===== src/rtl/p12_cfg_loader_if.sv =====
// Serial configuration bitstream handshake for p12_cfg_loader.
// The bitstream source is the master; the loader is the slave.
interface p12_cfg_loader_if;
  logic din_bit;
  logic din_valid;
  logic din_ready;

  modport master (
    output din_bit,
    output din_valid,
    input  din_ready
  );

  modport slave (
    input  din_bit,
    input  din_valid,
    output din_ready
  );
endinterface


===== src/rtl/p12_cfg_loader.sv =====
// p12_cfg_loader: configuration sequencer for the p12 tile array.
// Shifts one plane (V, H, D, FF-state) per pass through the tile scan chain,
// then pulses that plane's latch enable. All outputs are registered.
// Optional readback of the previous chain contents: define P12_CFG_READBACK_EN.
module p12_cfg_loader #(
  parameter int CHAIN_LEN = 16
) (
  input  logic              clk,
  input  logic              rst,
  input  logic              start,
  input  logic [3:0]        plane_mask,
  input  logic              lb_run,
  p12_cfg_loader_if.slave   din,
  output logic              se,
  output logic              sc,
  output logic              lat_v,
  output logic              lat_h,
  output logic              lat_d,
  output logic              lb,
  output logic              busy,
  output logic              done,
  output logic              err
`ifdef P12_CFG_READBACK_EN
  ,
  input  logic              chain_tail,
  output logic              dout_bit,
  output logic              dout_valid
`endif
);

  localparam int CNT_W = $clog2(CHAIN_LEN);
  localparam logic [CNT_W:0] CNT_LAST = (CNT_W + 1)'(CHAIN_LEN - 1);
  localparam logic [CNT_W:0] CNT_ONE  = (CNT_W + 1)'(1);

  typedef enum logic [2:0] {
    S_IDLE,
    S_SHIFT,
    S_LATCH,
    S_ABORT,
    S_DONE
  } state_t;

  state_t         state_q, state_d;
  logic [CNT_W:0] cnt_q, cnt_d;
  logic [1:0]     plane_q, plane_d;
  logic [3:0]     mask_q, mask_d;
  logic           se_d, sc_d, lat_v_d, lat_h_d, lat_d_d, lb_d;
  logic           ready_d, busy_d, done_d, err_d;
  logic [2:0]     first_pick, next_pick;

  // Lowest set plane at or above 'from': {found, index}.
  function automatic logic [2:0] pick(input logic [3:0] m, input logic [2:0] from);
    logic found;
    found = 1'b0;
    pick  = '0;
    for (int unsigned k = 0; k < 4; k++) begin
      if (!found && (k >= {29'd0, from}) && m[k]) begin
        found = 1'b1;
        pick  = {1'b1, k[1:0]};
      end
    end
  endfunction

  // Next-state and next-output decode.
  always_comb begin
    state_d    = state_q;
    cnt_d      = cnt_q;
    plane_d    = plane_q;
    mask_d     = mask_q;
    se_d       = 1'b0;
    sc_d       = 1'b0;
    lat_v_d    = 1'b0;
    lat_h_d    = 1'b0;
    lat_d_d    = 1'b0;
    lb_d       = 1'b1;
    ready_d    = 1'b0;
    busy_d     = 1'b0;
    done_d     = done;
    err_d      = err;
    first_pick = pick(plane_mask, 3'd0);
    next_pick  = pick(mask_q, {1'b0, plane_q} + 3'd1);

    case (state_q)
      S_IDLE, S_DONE: begin
        lb_d = lb_run;
        if (start) begin
          done_d = 1'b0;
          err_d  = 1'b0;
          mask_d = plane_mask;
          lb_d   = 1'b1;
          if (first_pick[2]) begin
            state_d = S_SHIFT;
            plane_d = first_pick[1:0];
            cnt_d   = '0;
            busy_d  = 1'b1;
            ready_d = 1'b1;
          end else begin
            state_d = S_DONE;
            done_d  = 1'b1;
          end
        end
      end

      S_SHIFT: begin
        if (din.din_valid) begin
          se_d   = 1'b1;
          sc_d   = din.din_bit;
          cnt_d  = cnt_q + CNT_ONE;
          busy_d = 1'b1;
          if (cnt_q == CNT_LAST) begin
            // FF-state is the last plane and has no latch enable.
            if (plane_q == 2'd3) begin
              state_d = S_DONE;
              done_d  = 1'b1;
              busy_d  = 1'b0;
            end else begin
              state_d = S_LATCH;
            end
          end else begin
            ready_d = 1'b1;
          end
        end else begin
          // Chain shifts every clock while se=1, so a gap corrupts the plane.
          state_d = S_ABORT;
          err_d   = 1'b1;
        end
      end

      S_LATCH: begin
        lat_v_d = (plane_q == 2'd0);
        lat_h_d = (plane_q == 2'd1);
        lat_d_d = (plane_q == 2'd2);
        if (next_pick[2]) begin
          state_d = S_SHIFT;
          plane_d = next_pick[1:0];
          cnt_d   = '0;
          busy_d  = 1'b1;
          ready_d = 1'b1;
        end else begin
          state_d = S_DONE;
          done_d  = 1'b1;
        end
      end

      S_ABORT: begin
        state_d = S_IDLE;
        err_d   = 1'b1;
      end

      default: begin
        state_d = S_IDLE;
      end
    endcase
  end

  // State and registered output update.
  always_ff @(posedge clk) begin
    if (rst) begin
      state_q       <= S_IDLE;
      cnt_q         <= '0;
      plane_q       <= '0;
      mask_q        <= '0;
      se            <= 1'b0;
      sc            <= 1'b0;
      lat_v         <= 1'b0;
      lat_h         <= 1'b0;
      lat_d         <= 1'b0;
      lb            <= 1'b1;
      din.din_ready <= 1'b0;
      busy          <= 1'b0;
      done          <= 1'b0;
      err           <= 1'b0;
    end else begin
      state_q       <= state_d;
      cnt_q         <= cnt_d;
      plane_q       <= plane_d;
      mask_q        <= mask_d;
      se            <= se_d;
      sc            <= sc_d;
      lat_v         <= lat_v_d;
      lat_h         <= lat_h_d;
      lat_d         <= lat_d_d;
      lb            <= lb_d;
      din.din_ready <= ready_d;
      busy          <= busy_d;
      done          <= done_d;
      err           <= err_d;
    end
  end

`ifdef P12_CFG_READBACK_EN
  // Stream the previous chain contents out, one bit per accepted input bit.
  always_ff @(posedge clk) begin
    if (rst) begin
      dout_valid <= 1'b0;
      dout_bit   <= 1'b0;
    end else begin
      dout_valid <= (state_q == S_SHIFT) && din.din_valid;
      dout_bit   <= chain_tail;
    end
  end
`endif

endmodule


===== src/flat_wrapper.sv =====
// flat-port wrapper written by rule: the top's interface ports become plain ports
module p12_cfg_loader_flat 
#(
  parameter int CHAIN_LEN = 16
)
  (clk, rst, start, plane_mask, lb_run, se, sc, lat_v, lat_h, lat_d, lb, busy, done, err, din_din_bit, din_din_valid, din_din_ready);
  p12_cfg_loader_if din_i ();
  input  logic clk;
  input  logic rst;
  input  logic start;
  input  logic [3:0] plane_mask;
  input  logic lb_run;
  output logic se;
  output logic sc;
  output logic lat_v;
  output logic lat_h;
  output logic lat_d;
  output logic lb;
  output logic busy;
  output logic done;
  output logic err;
  input wire logic [$bits(din_i.din_bit)-1:0] din_din_bit;
  input wire logic [$bits(din_i.din_valid)-1:0] din_din_valid;
  output wire logic [$bits(din_i.din_ready)-1:0] din_din_ready;
  assign din_i.din_bit = din_din_bit;
  assign din_i.din_valid = din_din_valid;
  assign din_din_ready = din_i.din_ready;
  p12_cfg_loader #(.CHAIN_LEN(CHAIN_LEN)) u_core (.clk(clk), .rst(rst), .start(start), .plane_mask(plane_mask), .lb_run(lb_run), .din(din_i), .se(se), .sc(sc), .lat_v(lat_v), .lat_h(lat_h), .lat_d(lat_d), .lb(lb), .busy(busy), .done(done), .err(err));
endmodule

===== config.mk =====
export PLATFORM = sky130hd
export DESIGN_NAME = p12_cfg_loader_flat
export DESIGN_NICKNAME = d
export VERILOG_FILES = /design/src/rtl/p12_cfg_loader_if.sv /design/src/rtl/p12_cfg_loader.sv /design/src/flat_wrapper.sv
export SDC_FILE = /design/constraint.sdc
export NUM_CORES = 1
export LEC_CHECK = 0
export BUFFER_PORTS_ARGS = -buffer_cell sky130_fd_sc_hd__buf_2
export CORE_UTILIZATION = 30
export DETAILED_ROUTE_END_ITERATION = 7
export HOLD_SLACK_MARGIN = 0.03
export SYNTH_ARGS = -nofsm -noshare
export SYNTH_HDL_FRONTEND = slang
export SYNTH_SLANG_ARGS = --single-unit

===== constraint.sdc =====
create_clock -name clk -period 1.8 [get_ports clk]
set_clock_uncertainty 0.2 [all_clocks]
set_input_delay 0.27 -clock clk [delete_from_list [all_inputs] [get_ports clk]]
set_output_delay 0.27 -clock clk [all_outputs]
set_load 0.005 [all_outputs]

==> impl_metrics.toml <==
[synthesis]
synth.area.top_cells = "dfxtp_1, a21oi_1, nor2_1"
synth-simple-area-share_pct = 28.4
netlist_instances = 136
yosysSeqAreaShare_pct = 40.1
yosysWarnings = 0
synth_top_family_by_area = "simple AND/OR/NAND/NOR gates"
muxShareOfSynthArea_pct = 2.61
async_reset_ff_share_pct = 0
syn-cell-area_um2 = 1150
synth-compound-area-share_pct = 22.1
synth_ff_type = "dfxtp_1"
yosys.area_share.adder_pct = 3.05
synth-xor-area-share_pct = 0
synth_edf_count = 0
yosysTopAreaCell = "dfxtp_1"
ys_types = 38
ys_ff_latch = 23
synth.top_cell.area_share_pct = 40.1
syn-num-nets = 148
synth_area_per_cell_um2 = 8.45

[min_path]
worstHoldStart = "start"
hold_path_depth = 3
holdCritPathClass = "in2reg"
hold_end = "u_core.lb"

[final_layout]
regArea_um2 = 467
multi_input_area_um2 = 716
final_core_util_pct = 43.6
drive_gt1_share_pct = 36.0
areaGrowthSynthToFinish_pct = 39.1
final_nets = 191
antenna_cells = 0
n_fill_cell = 370

[die]
initial_core_util_pct = 31.4
die_w_um = 63.9
die_h_um = 63.9
core_area_um2 = 3660
die-area_um2 = 4080
row_count = 22
io_pins = 20

[status]
outcome = "finished with violations"
violations = "setup timing"

[sta]
tightest_slew_ns = 0.407
period_needed_ns = 1.85
hold_viol = 0
relSlewSlack_pct = 72.8
slew_violations = 0
fin_ws_ns = -0.0461
fmax_ghz = 0.542
rsz0062_at_grt = "true"
finalCritPeriodShare_pct = 103
setup_violations = 3

[pwr]
power.density_nw_per_um2 = 1150
comb_power_share_pct = 45.7
clkPwrFrac_pct = 18.1
power.total_mw = 1.84
internal_power_mw = 1.18
seq_power_share_pct = 36.2
p_switching_uw = 666
ir_drop_mv = 0.271
p_leak_nw = 0.647
switching_share_pct = 36.1

[worst_setup_path]
cpMaxStageDelayCell = "dfxtp_2"
critPathArrivalTime_ns = 1.81
worstRegToRegCells = 8
r2r-end = "u_core.state_q[0]"
cp.required_ns = 1.76
endpoint_kind = "register"
crit_chain = "ha_4, and3_4, ha_4, nor4bb_1, o21ai_1, nand2_2, o21a_1, o32ai_2"
r2r_slack_ns = -0.05
critPathMaxFanout = 3
slowest_delay_ns = 0.35
crit_type = "reg2reg"
cp-start-kind = "register"
crit_path_frequent_cell = "ha_4"
r2r-start = "u_core.cnt_q[1]"

[global_route]
grt_overflow = 0
antenna_found_initial = 0
grt_pass1_wl_mm = 4.52
grt_usage_pct = 14.0
grt_max_degree = 20
grt_pass1_vias = 1003

[detailed_routing]
via_per_inst = 4.89
detail-route-antenna-nets = 0
drt-total-wl_mm = 2.77
dr.pass1.iters = 4
drt_iter0_markers = 57
routedWlPerCell_um = 12.2
drc = 0
vias = 1105

[clock_tree]
clk_pin_slew_ns = 0.09
clock_latency_ns = 0.27
cts_tree = "built"
clockBufferDepth = 2
cts-root-buf = "clkbuf_8"
cts-buffers-inserted = 3
cts_num_sinks = 23
htree_levels = 1

[placement]
place_hpwl_mm = 2.00
gp_congestion = 0.805
port_buffers = 19

[job]
cap_viol_max_count = 0
critical path: cells and delay by family, from the launching register on:
| kind | cells | cell delay, ns |
|---|---|---|
| adders and majority gates | 2 | 0.31 |
| AOI/OAI and AO/OA | 3 | 0.33 |
| DFF | 1 | 0.35 |
| and+or+nand+nor | 3 | 0.55 |
cell families after synthesis:
kind of cell / Yosys count
and+or+nand+nor: 60
AOI/OAI and AO/OA: 36
buffers and inverters: 11
DFF: 23
adders and majority gates: 3
muxes: 3
placed cells by master, fill, tap and decap left out, drive strengths merged, types with 2 or more instances in the layout:
| master | synthesis | routed |
|---|---|---|
| buf | 1 | 41 |
| dfxtp | 23 | 23 |
| nor2 | 17 | 17 |
| a21oi | 14 | 14 |
| nand2 | 13 | 13 |
| o21ai | 7 | 7 |
| inv | 6 | 6 |
| nand2b | 6 | 6 |
| and2 | 6 | 6 |
| nor3 | 4 | 4 |
| mux2i | 3 | 3 |
| clkbuf | 4 | 3 |
| nor3b | 3 | 3 |
| nor4 | 2 | 2 |
| a221oi | 2 | 2 |
| nand3 | 2 | 2 |
| o22a | 2 | 2 |
| ha | 2 | 2 |
| dlygate4sd3 | 0 | 2 |
| and3 | 2 | 2 |
| or3 | 2 | 2 |
| o32ai | 2 | 2 |
power by group through the flow:
stage          sequential (mW)  clock, mW  combinational, mW
6_report                 0.667      0.333              0.843
5_1_grt                  0.681      0.373              0.914
4_1_cts                  0.664      0.348              0.720
3_5_place_dp             0.672          0              0.710
3_3_place_gp             0.669          0              0.704
2_1_floorplan            0.669          0              0.467
how the worst max path moves through the flow:
stage	start	end	slack [ns]
6_report	u_core.cnt_q[1]	u_core.state_q[0]	-0.05
4_1_cts	u_core.cnt_q[1]	u_core.state_q[0]	-0.03
3_5_place_dp	u_core.cnt_q[1]	u_core.state_q[0]	-0.08
5_1_grt	u_core.cnt_q[0]	u_core.state_q[0]	-0.11
3_3_place_gp	u_core.cnt_q[1]	u_core.state_q[0]	-0.02
2_1_floorplan	u_core.cnt_q[1]	u_core.state_q[0]	0.003
synth_stat cells, types with 3 or more instances:
library cell and count:
a21oi_1 13, and2_1 5, clkbuf_1 4, dfxtp_1 23, inv_1 6, mux2i_1 3
nand2_1 13, nand2b_1 6, nor2_1 17, nor3_1 4, o21ai_0 4, o21ai_1 3
registers in the layout, summed over array words and instances, names as in the netlist:
name                  flops
u_core.cnt_q              5
u_core.mask_q             3
u_core.state_q            3
u_core.plane_q            2
u_core.busy               1
u_core.din.din_ready      1
u_core.done               1
u_core.err                1
u_core.lat_d              1
u_core.lat_h              1
u_core.lat_v              1
u_core.lb                 1
u_core.sc                 1
u_core.se                 1
timing repair:
item | CTS | global route
setup buffers | 1 | 5
setup endpoints to repair | 2 | 9
hold buffers | 2 | 0
gates resized for setup | 3 | 10
pin swaps | 5 | 8
hold endpoints to repair | 2 | 0
area by class of cell:
class                      count  area share (%)
multi-input combinational    102            44.8
sequential                    23            29.2
timing repair buffer          43            17.8
tap                           48            3.76
clock buffer                   3            2.58
inverter                       6            1.41
clock inverter                 1           0.470
metal layers:
metal	global-route usage, %	vias up	wire length (um)
li1	-	560	-
met5	0	-	0
met2	23.5	30	1330
met1	17.7	508	1260
met3	2.86	7	119
met4	4.83	0	50
metrics by stage:
stage | setup TNS (ns) | setup WS, ns | instance area, um2 | hold slack (ns) | std cells
global placement | -0.0171 | -0.0171 | 1430 | 0.246 | 214
detailed placement | -0.0776 | -0.0776 | 1430 | 0.244 | 214
floorplan | 0 | 0.00263 | 1170 | 0.168 | 136
CTS | -0.0278 | -0.0278 | 1510 | 0.0474 | 221
global route | -0.391 | -0.114 | 1600 | 0.0641 | 226
finish | -0.0730 | -0.0461 | 1600 | 0.0556 | 226
Note: power is estimated with default switching activity, not from simulation.
